$ cat config.mk
export PLATFORM = sky130hd
export DESIGN_NAME = vc_read_scheduler_flat
export DESIGN_NICKNAME = d
export VERILOG_FILES = /design/src/rtl/vc_sched_pkg.sv /design/src/rtl/vc_read_scheduler_if.sv /design/src/rtl/rr_arbiter.sv /design/src/rtl/vc_read_scheduler.sv /design/src/flat_wrapper.sv
export SDC_FILE = /design/constraint.sdc
export NUM_CORES = 1
export LEC_CHECK = 0
export CAP_MARGIN = 20
export CORE_UTILIZATION = 38
export DETAILED_ROUTE_END_ITERATION = 10
export GPL_ROUTABILITY_DRIVEN = 0
export PLACE_DENSITY = 0.9
export RECOVER_POWER = 100
export SLEW_MARGIN = 20
export SYNTH_ARGS = -nofsm -noshare
export SYNTH_HDL_FRONTEND = slang
export SYNTH_HIERARCHICAL = 1
export SYNTH_SLANG_ARGS = --single-unit
export TNS_END_PERCENT = 50
$ cat constraint.sdc
create_clock -name clk -period 2.79 [get_ports clk]
set_input_delay 0.558 -clock clk [delete_from_list [all_inputs] [get_ports clk]]
set_output_delay 0.558 -clock clk [all_outputs]
set_load 0.02 [all_outputs]
$ cat src/rtl/vc_sched_pkg.sv
// vc_sched_pkg: shared definitions for the VC read scheduler.
//   - default channel count and grant index width
//   - FSM state encodings (exposed on state_out, so the values are fixed)
//   - idx_w(): index width helper that never returns zero
package vc_sched_pkg;

    localparam int unsigned NumVcDef = 4;

    function automatic int unsigned idx_w(input int unsigned n);
        return (n > 1) ? $clog2(n) : 1;
    endfunction

    localparam int unsigned GRANT_W = idx_w(NumVcDef);

    localparam logic [2:0] StReset  = 3'd0;
    localparam logic [2:0] StInit   = 3'd1;
    localparam logic [2:0] StIdle   = 3'd2;
    localparam logic [2:0] StActive = 3'd3;
    localparam logic [2:0] StError  = 3'd4;

endpackage

$ cat src/rtl/vc_read_scheduler_if.sv
// vc_read_scheduler_if: bundle between the FIFO bank / output mux side (master)
// and the scheduler (slave).
//   master drives : init, high/low_limit_in, fifo_empty/full/error, dest_pause
//   slave drives  : fifo_read, grant_id, high/low_limit, state_out, idle/active/error_out
interface vc_read_scheduler_if #(
    parameter int unsigned NUM_VC    = vc_sched_pkg::NumVcDef,
    parameter int unsigned ADDR_BITS = 3,
    parameter int unsigned GRANT_W   = vc_sched_pkg::idx_w(NUM_VC)
) ();

    logic                 init;
    logic [ADDR_BITS-1:0] high_limit_in;
    logic [ADDR_BITS-1:0] low_limit_in;
    logic [NUM_VC-1:0]    fifo_empty;
    logic [NUM_VC-1:0]    fifo_full;
    logic [NUM_VC-1:0]    fifo_error;
    logic [NUM_VC-1:0]    dest_pause;

    logic [NUM_VC-1:0]    fifo_read;
    logic [GRANT_W-1:0]   grant_id;
    logic [ADDR_BITS-1:0] high_limit;
    logic [ADDR_BITS-1:0] low_limit;
    logic [2:0]           state_out;
    logic                 idle_out;
    logic                 active_out;
    logic                 error_out;

    modport master (
        output init, high_limit_in, low_limit_in, fifo_empty, fifo_full, fifo_error, dest_pause,
        input  fifo_read, grant_id, high_limit, low_limit, state_out, idle_out, active_out,
               error_out
    );

    modport slave (
        input  init, high_limit_in, low_limit_in, fifo_empty, fifo_full, fifo_error, dest_pause,
        output fifo_read, grant_id, high_limit, low_limit, state_out, idle_out, active_out,
               error_out
    );

endinterface

$ cat src/rtl/rr_arbiter.sv
// rr_arbiter: purely combinational round-robin picker.
//   eligible_i    : channels that may be read this cycle
//   prio_i        : eligible channels that preempt round-robin (lowest index wins)
//   ptr_i         : last granted index; search starts at ptr_i+1 and wraps
//   grant_o       : one-hot grant, zero when nothing is eligible
//   grant_id_o    : index of the grant (0 when none)
//   grant_valid_o : a grant was made
module rr_arbiter #(
    parameter int unsigned NUM_VC  = vc_sched_pkg::NumVcDef,
    parameter int unsigned GRANT_W = vc_sched_pkg::GRANT_W
) (
    input  logic [NUM_VC-1:0]  eligible_i,
    input  logic [NUM_VC-1:0]  prio_i,
    input  logic [GRANT_W-1:0] ptr_i,
    output logic [NUM_VC-1:0]  grant_o,
    output logic [GRANT_W-1:0] grant_id_o,
    output logic               grant_valid_o
);

    logic               found;
    logic [GRANT_W-1:0] cand;

    always_comb begin
        found      = 1'b0;
        cand       = '0;
        grant_id_o = '0;
        // First eligible index after the pointer, wrapping modulo NUM_VC.
        for (int unsigned off = 1; off <= NUM_VC; off++) begin
            cand = GRANT_W'((32'(ptr_i) + off) % NUM_VC);
            if (!found && eligible_i[cand]) begin
                found      = 1'b1;
                grant_id_o = cand;
            end
        end
        // Descending scan so the lowest priority index is the one left standing.
        for (int i = NUM_VC - 1; i >= 0; i--) begin
            cand = GRANT_W'(i);
            if (prio_i[cand]) begin
                found      = 1'b1;
                grant_id_o = cand;
            end
        end
        grant_o             = '0;
        grant_o[grant_id_o] = found;
        grant_valid_o       = found;
    end

endmodule

$ cat src/rtl/vc_read_scheduler.sv
// vc_read_scheduler: sequences reads from NUM_VC FIFOs onto one downstream path.
//   clk   : rising-edge clock
//   reset : asynchronous active-low reset
//   bus   : vc_read_scheduler_if.slave (FIFO flags, thresholds, read enables, status)
// FSM RESET -> INIT (thresholds loaded every cycle) -> IDLE <-> ACTIVE; any FIFO error
// in IDLE/ACTIVE traps into a sticky ERROR that only reset clears.
// Optional build macro FULL_PRIORITY_EN: an eligible full FIFO preempts round-robin.
module vc_read_scheduler
    import vc_sched_pkg::*;
#(
    parameter int unsigned NUM_VC    = NumVcDef,
    parameter int unsigned ADDR_BITS = 3,
    parameter int unsigned HIGH      = 6,
    parameter int unsigned LOW       = 2
) (
    input logic                clk,
    input logic                reset,
    vc_read_scheduler_if.slave bus
);

    localparam int unsigned    GW     = idx_w(NUM_VC);
    localparam logic [GW-1:0]  PtrRst = GW'(NUM_VC - 1);

    logic [2:0]           state_q, state_d;
    logic [GW-1:0]        rr_ptr_q, rr_ptr_d;
    logic [ADDR_BITS-1:0] high_q, high_d;
    logic [ADDR_BITS-1:0] low_q, low_d;

    logic [NUM_VC-1:0]    eligible;
    logic [NUM_VC-1:0]    prio;
    logic [NUM_VC-1:0]    arb_grant;
    logic [GW-1:0]        arb_id;
    logic                 arb_valid;
    logic [NUM_VC-1:0]    fifo_read;
    logic [GW-1:0]        grant_id;

    assign eligible = ~bus.fifo_empty & ~bus.dest_pause;

`ifdef FULL_PRIORITY_EN
    assign prio = eligible & bus.fifo_full;
`else
    assign prio = '0;
    logic unused_full;
    assign unused_full = ^bus.fifo_full;
`endif

    rr_arbiter #(
        .NUM_VC  (NUM_VC),
        .GRANT_W (GW)
    ) u_rr_arbiter (
        .eligible_i    (eligible),
        .prio_i        (prio),
        .ptr_i         (rr_ptr_q),
        .grant_o       (arb_grant),
        .grant_id_o    (arb_id),
        .grant_valid_o (arb_valid)
    );

    always_comb begin
        state_d   = state_q;
        rr_ptr_d  = rr_ptr_q;
        high_d    = high_q;
        low_d     = low_q;
        fifo_read = '0;
        grant_id  = '0;
        case (state_q)
            StReset: state_d = StInit;
            StInit: begin
                high_d = bus.high_limit_in;
                low_d  = bus.low_limit_in;
                if (!bus.init) state_d = StIdle;
            end
            StIdle: begin
                if (|bus.fifo_error)   state_d = StError;
                else if (bus.init)     state_d = StInit;
                else if (|eligible)    state_d = StActive;
            end
            StActive: begin
                // Reads are issued from current-cycle eligibility: zero added latency.
                fifo_read = arb_grant;
                grant_id  = arb_id;
                if (arb_valid) rr_ptr_d = arb_id;
                if (|bus.fifo_error)                      state_d = StError;
                else if (bus.init)                        state_d = StInit;
                else if (!arb_valid && &bus.fifo_empty)   state_d = StIdle;
            end
            StError: state_d = StError;
            default: state_d = StReset;
        endcase
    end

    always_ff @(posedge clk or negedge reset) begin
        if (!reset) begin
            state_q  <= StReset;
            rr_ptr_q <= PtrRst;
            high_q   <= ADDR_BITS'(HIGH);
            low_q    <= ADDR_BITS'(LOW);
        end else begin
            state_q  <= state_d;
            rr_ptr_q <= rr_ptr_d;
            high_q   <= high_d;
            low_q    <= low_d;
        end
    end

    assign bus.fifo_read  = fifo_read;
    assign bus.grant_id   = grant_id;
    assign bus.high_limit = high_q;
    assign bus.low_limit  = low_q;
    assign bus.state_out  = state_q;
    assign bus.idle_out   = (state_q == StIdle);
    assign bus.active_out = (state_q == StActive);
    assign bus.error_out  = (state_q == StError);

endmodule
$ cat src/flat_wrapper.sv
// flat-port wrapper written by rule: the top's interface ports become plain ports
module vc_read_scheduler_flat import vc_sched_pkg::*;
#(
    parameter int unsigned NUM_VC    = NumVcDef,
    parameter int unsigned ADDR_BITS = 3,
    parameter int unsigned HIGH      = 6,
    parameter int unsigned LOW       = 2
)
  (clk, reset, bus_init, bus_high_limit_in, bus_low_limit_in, bus_fifo_empty, bus_fifo_full, bus_fifo_error, bus_dest_pause, bus_fifo_read, bus_grant_id, bus_high_limit, bus_low_limit, bus_state_out, bus_idle_out, bus_active_out, bus_error_out);
  vc_read_scheduler_if #(.NUM_VC(NUM_VC), .ADDR_BITS(ADDR_BITS)) bus_i ();
  input logic clk;
  input logic reset;
  input wire logic [$bits(bus_i.init)-1:0] bus_init;
  input wire logic [$bits(bus_i.high_limit_in)-1:0] bus_high_limit_in;
  input wire logic [$bits(bus_i.low_limit_in)-1:0] bus_low_limit_in;
  input wire logic [$bits(bus_i.fifo_empty)-1:0] bus_fifo_empty;
  input wire logic [$bits(bus_i.fifo_full)-1:0] bus_fifo_full;
  input wire logic [$bits(bus_i.fifo_error)-1:0] bus_fifo_error;
  input wire logic [$bits(bus_i.dest_pause)-1:0] bus_dest_pause;
  output wire logic [$bits(bus_i.fifo_read)-1:0] bus_fifo_read;
  output wire logic [$bits(bus_i.grant_id)-1:0] bus_grant_id;
  output wire logic [$bits(bus_i.high_limit)-1:0] bus_high_limit;
  output wire logic [$bits(bus_i.low_limit)-1:0] bus_low_limit;
  output wire logic [$bits(bus_i.state_out)-1:0] bus_state_out;
  output wire logic [$bits(bus_i.idle_out)-1:0] bus_idle_out;
  output wire logic [$bits(bus_i.active_out)-1:0] bus_active_out;
  output wire logic [$bits(bus_i.error_out)-1:0] bus_error_out;
  assign bus_i.init = bus_init;
  assign bus_i.high_limit_in = bus_high_limit_in;
  assign bus_i.low_limit_in = bus_low_limit_in;
  assign bus_i.fifo_empty = bus_fifo_empty;
  assign bus_i.fifo_full = bus_fifo_full;
  assign bus_i.fifo_error = bus_fifo_error;
  assign bus_i.dest_pause = bus_dest_pause;
  assign bus_fifo_read = bus_i.fifo_read;
  assign bus_grant_id = bus_i.grant_id;
  assign bus_high_limit = bus_i.high_limit;
  assign bus_low_limit = bus_i.low_limit;
  assign bus_state_out = bus_i.state_out;
  assign bus_idle_out = bus_i.idle_out;
  assign bus_active_out = bus_i.active_out;
  assign bus_error_out = bus_i.error_out;
  vc_read_scheduler #(.NUM_VC(NUM_VC), .ADDR_BITS(ADDR_BITS), .HIGH(HIGH), .LOW(LOW)) u_core (.clk(clk), .reset(reset), .bus(bus_i));
endmodule
==> impl_metrics.env <==
export IMPL_synth_cells=82
export IMPL_critPathCaptureType="primary output"
export IMPL_cp_cell_sequence="dlygate4sd2_1 > nor2_4 > inv_2 > a211oi_2 > nor3_1 > a221o_1 > nor3b_2 > and2_1 > buf_4"
export IMPL_crit_fanout=5
export IMPL_ys_warn_count=6
export IMPL_port_buffers=38
export IMPL_avgRoutedWirePerCell_um=12.4
export IMPL_synthTopCellsByArea="dfrtp_1 19%, dfstp_2 17%, mux2_2 11%"
export IMPL_hold_viol=0
export IMPL_drc=0
export IMPL_drv_cap=0
export IMPL_ys_ff_latch=11
export IMPL_fin_skew_ns=0.00254
export IMPL_grt_pass1_wl_um=3230
export IMPL_worstSetupStartpointType="primary input"
export IMPL_critPathMaxStageDelay_ns=0.40
export IMPL_synth_top_area_cell="dfrtp_1"
export IMPL_pwr_share_clk_pct=10.6
export IMPL_wirelength_um=2140
export IMPL_whs_ns=0.518
export IMPL_grt_pass1_vias=822
export IMPL_tightestPinTransition_ns=0.964
export IMPL_drt_iter0_drc=6
export IMPL_cts_buffers=3
export IMPL_vdd_drop_max_uv=522
export IMPL_root_buffer="clkbuf_4"
export IMPL_clock_sinks=11
export IMPL_placed_area_um2=1280
export IMPL_synthTopCellsByCount="8 x mux2_2, 8 x nor2_1, 7 x and2_1"
export IMPL_hold_start="u_core/bus.low_limit[2]$_DFFE_PN0N_"
export IMPL_swShare_pct=40.4
export IMPL_critPathSlowestCell="a221o_1"
export IMPL_power_density_nw_per_um2=747
export IMPL_critical_path_startpoint="bus_fifo_empty[1]"
export IMPL_slew_headroom_pct=35.6
export IMPL_die_h_um=47.5
export IMPL_htreeDepth=1
export IMPL_period_needed_ns=2.68
export IMPL_final_area_um2=1330
export IMPL_gr_total_overflow=0
export IMPL_num_rows=16
export IMPL_worst_setup_path_type="in2out"
export IMPL_power_switching_w=0.000403
export IMPL_grtUsageTotal_pct=20.5
export IMPL_ys_seq_area_share_pct=35.8
export IMPL_clock_path_buffers=2
export IMPL_pin_count=43
export IMPL_grt_setup_unrepaired="no"
export IMPL_grt_max_degree=12
export IMPL_pwr_share_comb_pct=54.8
export IMPL_synthArstFlopShare_pct=100
export IMPL_arrival_ns=2.12
export IMPL_synth_top_area_share_pct=19.1
export IMPL_crit_required_ns=2.23
export IMPL_report_final_setup_viol=0
export IMPL_die_w_um=47.5
export IMPL_fin_nets=172
export IMPL_p_int_w=0.000593
export IMPL_p_leak_nw=0.587
export IMPL_synth_distinct_cells=37
export IMPL_reg2reg_from="u_core/bus.state_out[1]$_DFFE_PN0P_"
export IMPL_p_seq_share_pct=34.6
export IMPL_coreArea_um2=1960
export IMPL_area_growth_pct=69.3
export IMPL_period_share_pct=96.0
export IMPL_initial_core_util_pct=40.1
export IMPL_dp_hpwl_um=1600
export IMPL_antenna_found_initial=0
export IMPL_num_fill_cells=181
export IMPL_drt_vias_per_instance=4.92
export IMPL_fmax_mhz=373
export IMPL_synth_edff_count=0
export IMPL_n_antenna_cell=0
export IMPL_avgSynthCellArea_um2=9.60
export IMPL_cts_tree="built"
export IMPL_die_area_um2=2260
export IMPL_insertion_delay_ns=0.26
export IMPL_drive_gt1_share_pct=30.8
export IMPL_status="finished, final reports clean"
export IMPL_hold_buffers=0
export IMPL_syn_area_um2=787
export IMPL_slew_violations=0
export IMPL_first_pass_iters=4
export IMPL_vias=852
export IMPL_ant_nets=0
export IMPL_synth_ff_type="dfrtp_1"
export IMPL_path_clk_slew_ns=0.07
export IMPL_hp_class="reg2reg"
-- sequential cells by signal (all words and copies together), names as in the netlist --
signal,count
u_core/bus.low_limit,3
u_core/rr_ptr_q,2
u_core/bus.state_out,3
u_core/bus.high_limit,3
-- cell families (layout without fill, tap and decap cells) --
kind of cell	Yosys count	after routing	synth area share (%)
DFF	11	11	35.8
AOI/OAI and AO/OA	18	18	17.6
muxes	9	9	12.7
buffers and inverters	8	60	4.77
and+or+nand+nor	35	35	28.6
other	1	13	0.476
-- timing repair --
action	4_1_cts	5_1_grt
gates cloned	0	0
setup buffers	5	1
pin swaps	7	6
resized for setup	42	4
endpoints found under the setup margin	6	2
-- per-stage QoR --
| stage | setup WS, ns | util [%] | cells | setup TNS, ns | total power, W |
|---|---|---|---|---|---|
| global route | 0.00877 | 67.9 | 173 | 0 | 0.00106 |
| detailed placement | -0.731 | 65.1 | 163 | -3.64 | 0.000940 |
| global placement | -0.649 | 65.1 | 163 | -3.29 | 0.000912 |
| CTS | 0.107 | 69.1 | 172 | 0 | 0.00106 |
| floorplan | 0.291 | - | 94 | 0 | 0.000687 |
| finish | 0.112 | 67.9 | 173 | 0 | 0.000996 |
-- metal layers --
layer / global-route usage (%) / wire [um] / vias up
li1: - / - / 419
met1: 20.6 / 861 / 402
met2: 41.6 / 1180 / 29
met3: 2.26 / 87 / 2
met4: 8.57 / 14 / 0
met5: 0 / 0 / -
-- final cells by class --
cell class / instances / area, um2 / share of cell area [%]
timing repair buffer: 50 / 447 / 33.5
inverter: 6 / 22.5 / 1.69
multi-input combinational: 75 / 522 / 39.2
sequential: 11 / 282 / 21.1
tap: 27 / 33.8 / 2.54
clock buffer: 4 / 26.3 / 1.97
-- power groups by stage --
stage	Combinational (W)	Sequential [W]	Clock [W]
floorplan	0.000279	0.000408	0
global placement	0.000570	0.000342	0
detailed placement	0.000587	0.000353	0
CTS	0.000598	0.000353	0.000113
global route	0.000590	0.000358	0.000116
finish	0.000546	0.000345	0.000106
-- worst max-delay path, delay by kind of cell --
kind,cells,cell delay (ns)
compound gates,2,0.57
simple gates,4,0.51
buf+inv,3,0.46
-- worst paths after layout --
path / to / slack [ns] / depth (start not counted)
setup / recovery: bus_fifo_read[1] / 0.11 / 9
hold / removal: u_core/bus.low_limit[2]$_DFFE_PN0N_ / 0.52 / 1
setup reg to reg: u_core/bus.low_limit[0]$_DFFE_PN0N_ / 0.95 / 2
hold reg to reg: u_core/bus.low_limit[2]$_DFFE_PN0N_ / 0.52 / 1
max in group asynchronous: u_core/rr_ptr_q[1]$_DFFE_PN1P_ / 1.75 / 1
min in group asynchronous: u_core/bus.high_limit[0]$_DFFE_PN0N_ / 0.69 / 1
-- placed cells by master, fill, tap and decap left out, types with 3 or more instances in the layout --
master	n
and2_1	6
buf_4	13
clkbuf_4	3
clkdlybuf4s15_1	3
clkdlybuf4s50_1	10
conb_1	13
dfrtp_1	6
dfstp_2	5
dlygate4sd2_1	6
dlygate4sd3_1	14
inv_1	3
inv_2	3
mux2_2	7
nand2_1	4
nor2_1	4
nor2_4	3
o21ai_0	3
No activity file was read; power rests on OpenSTA's default activity.
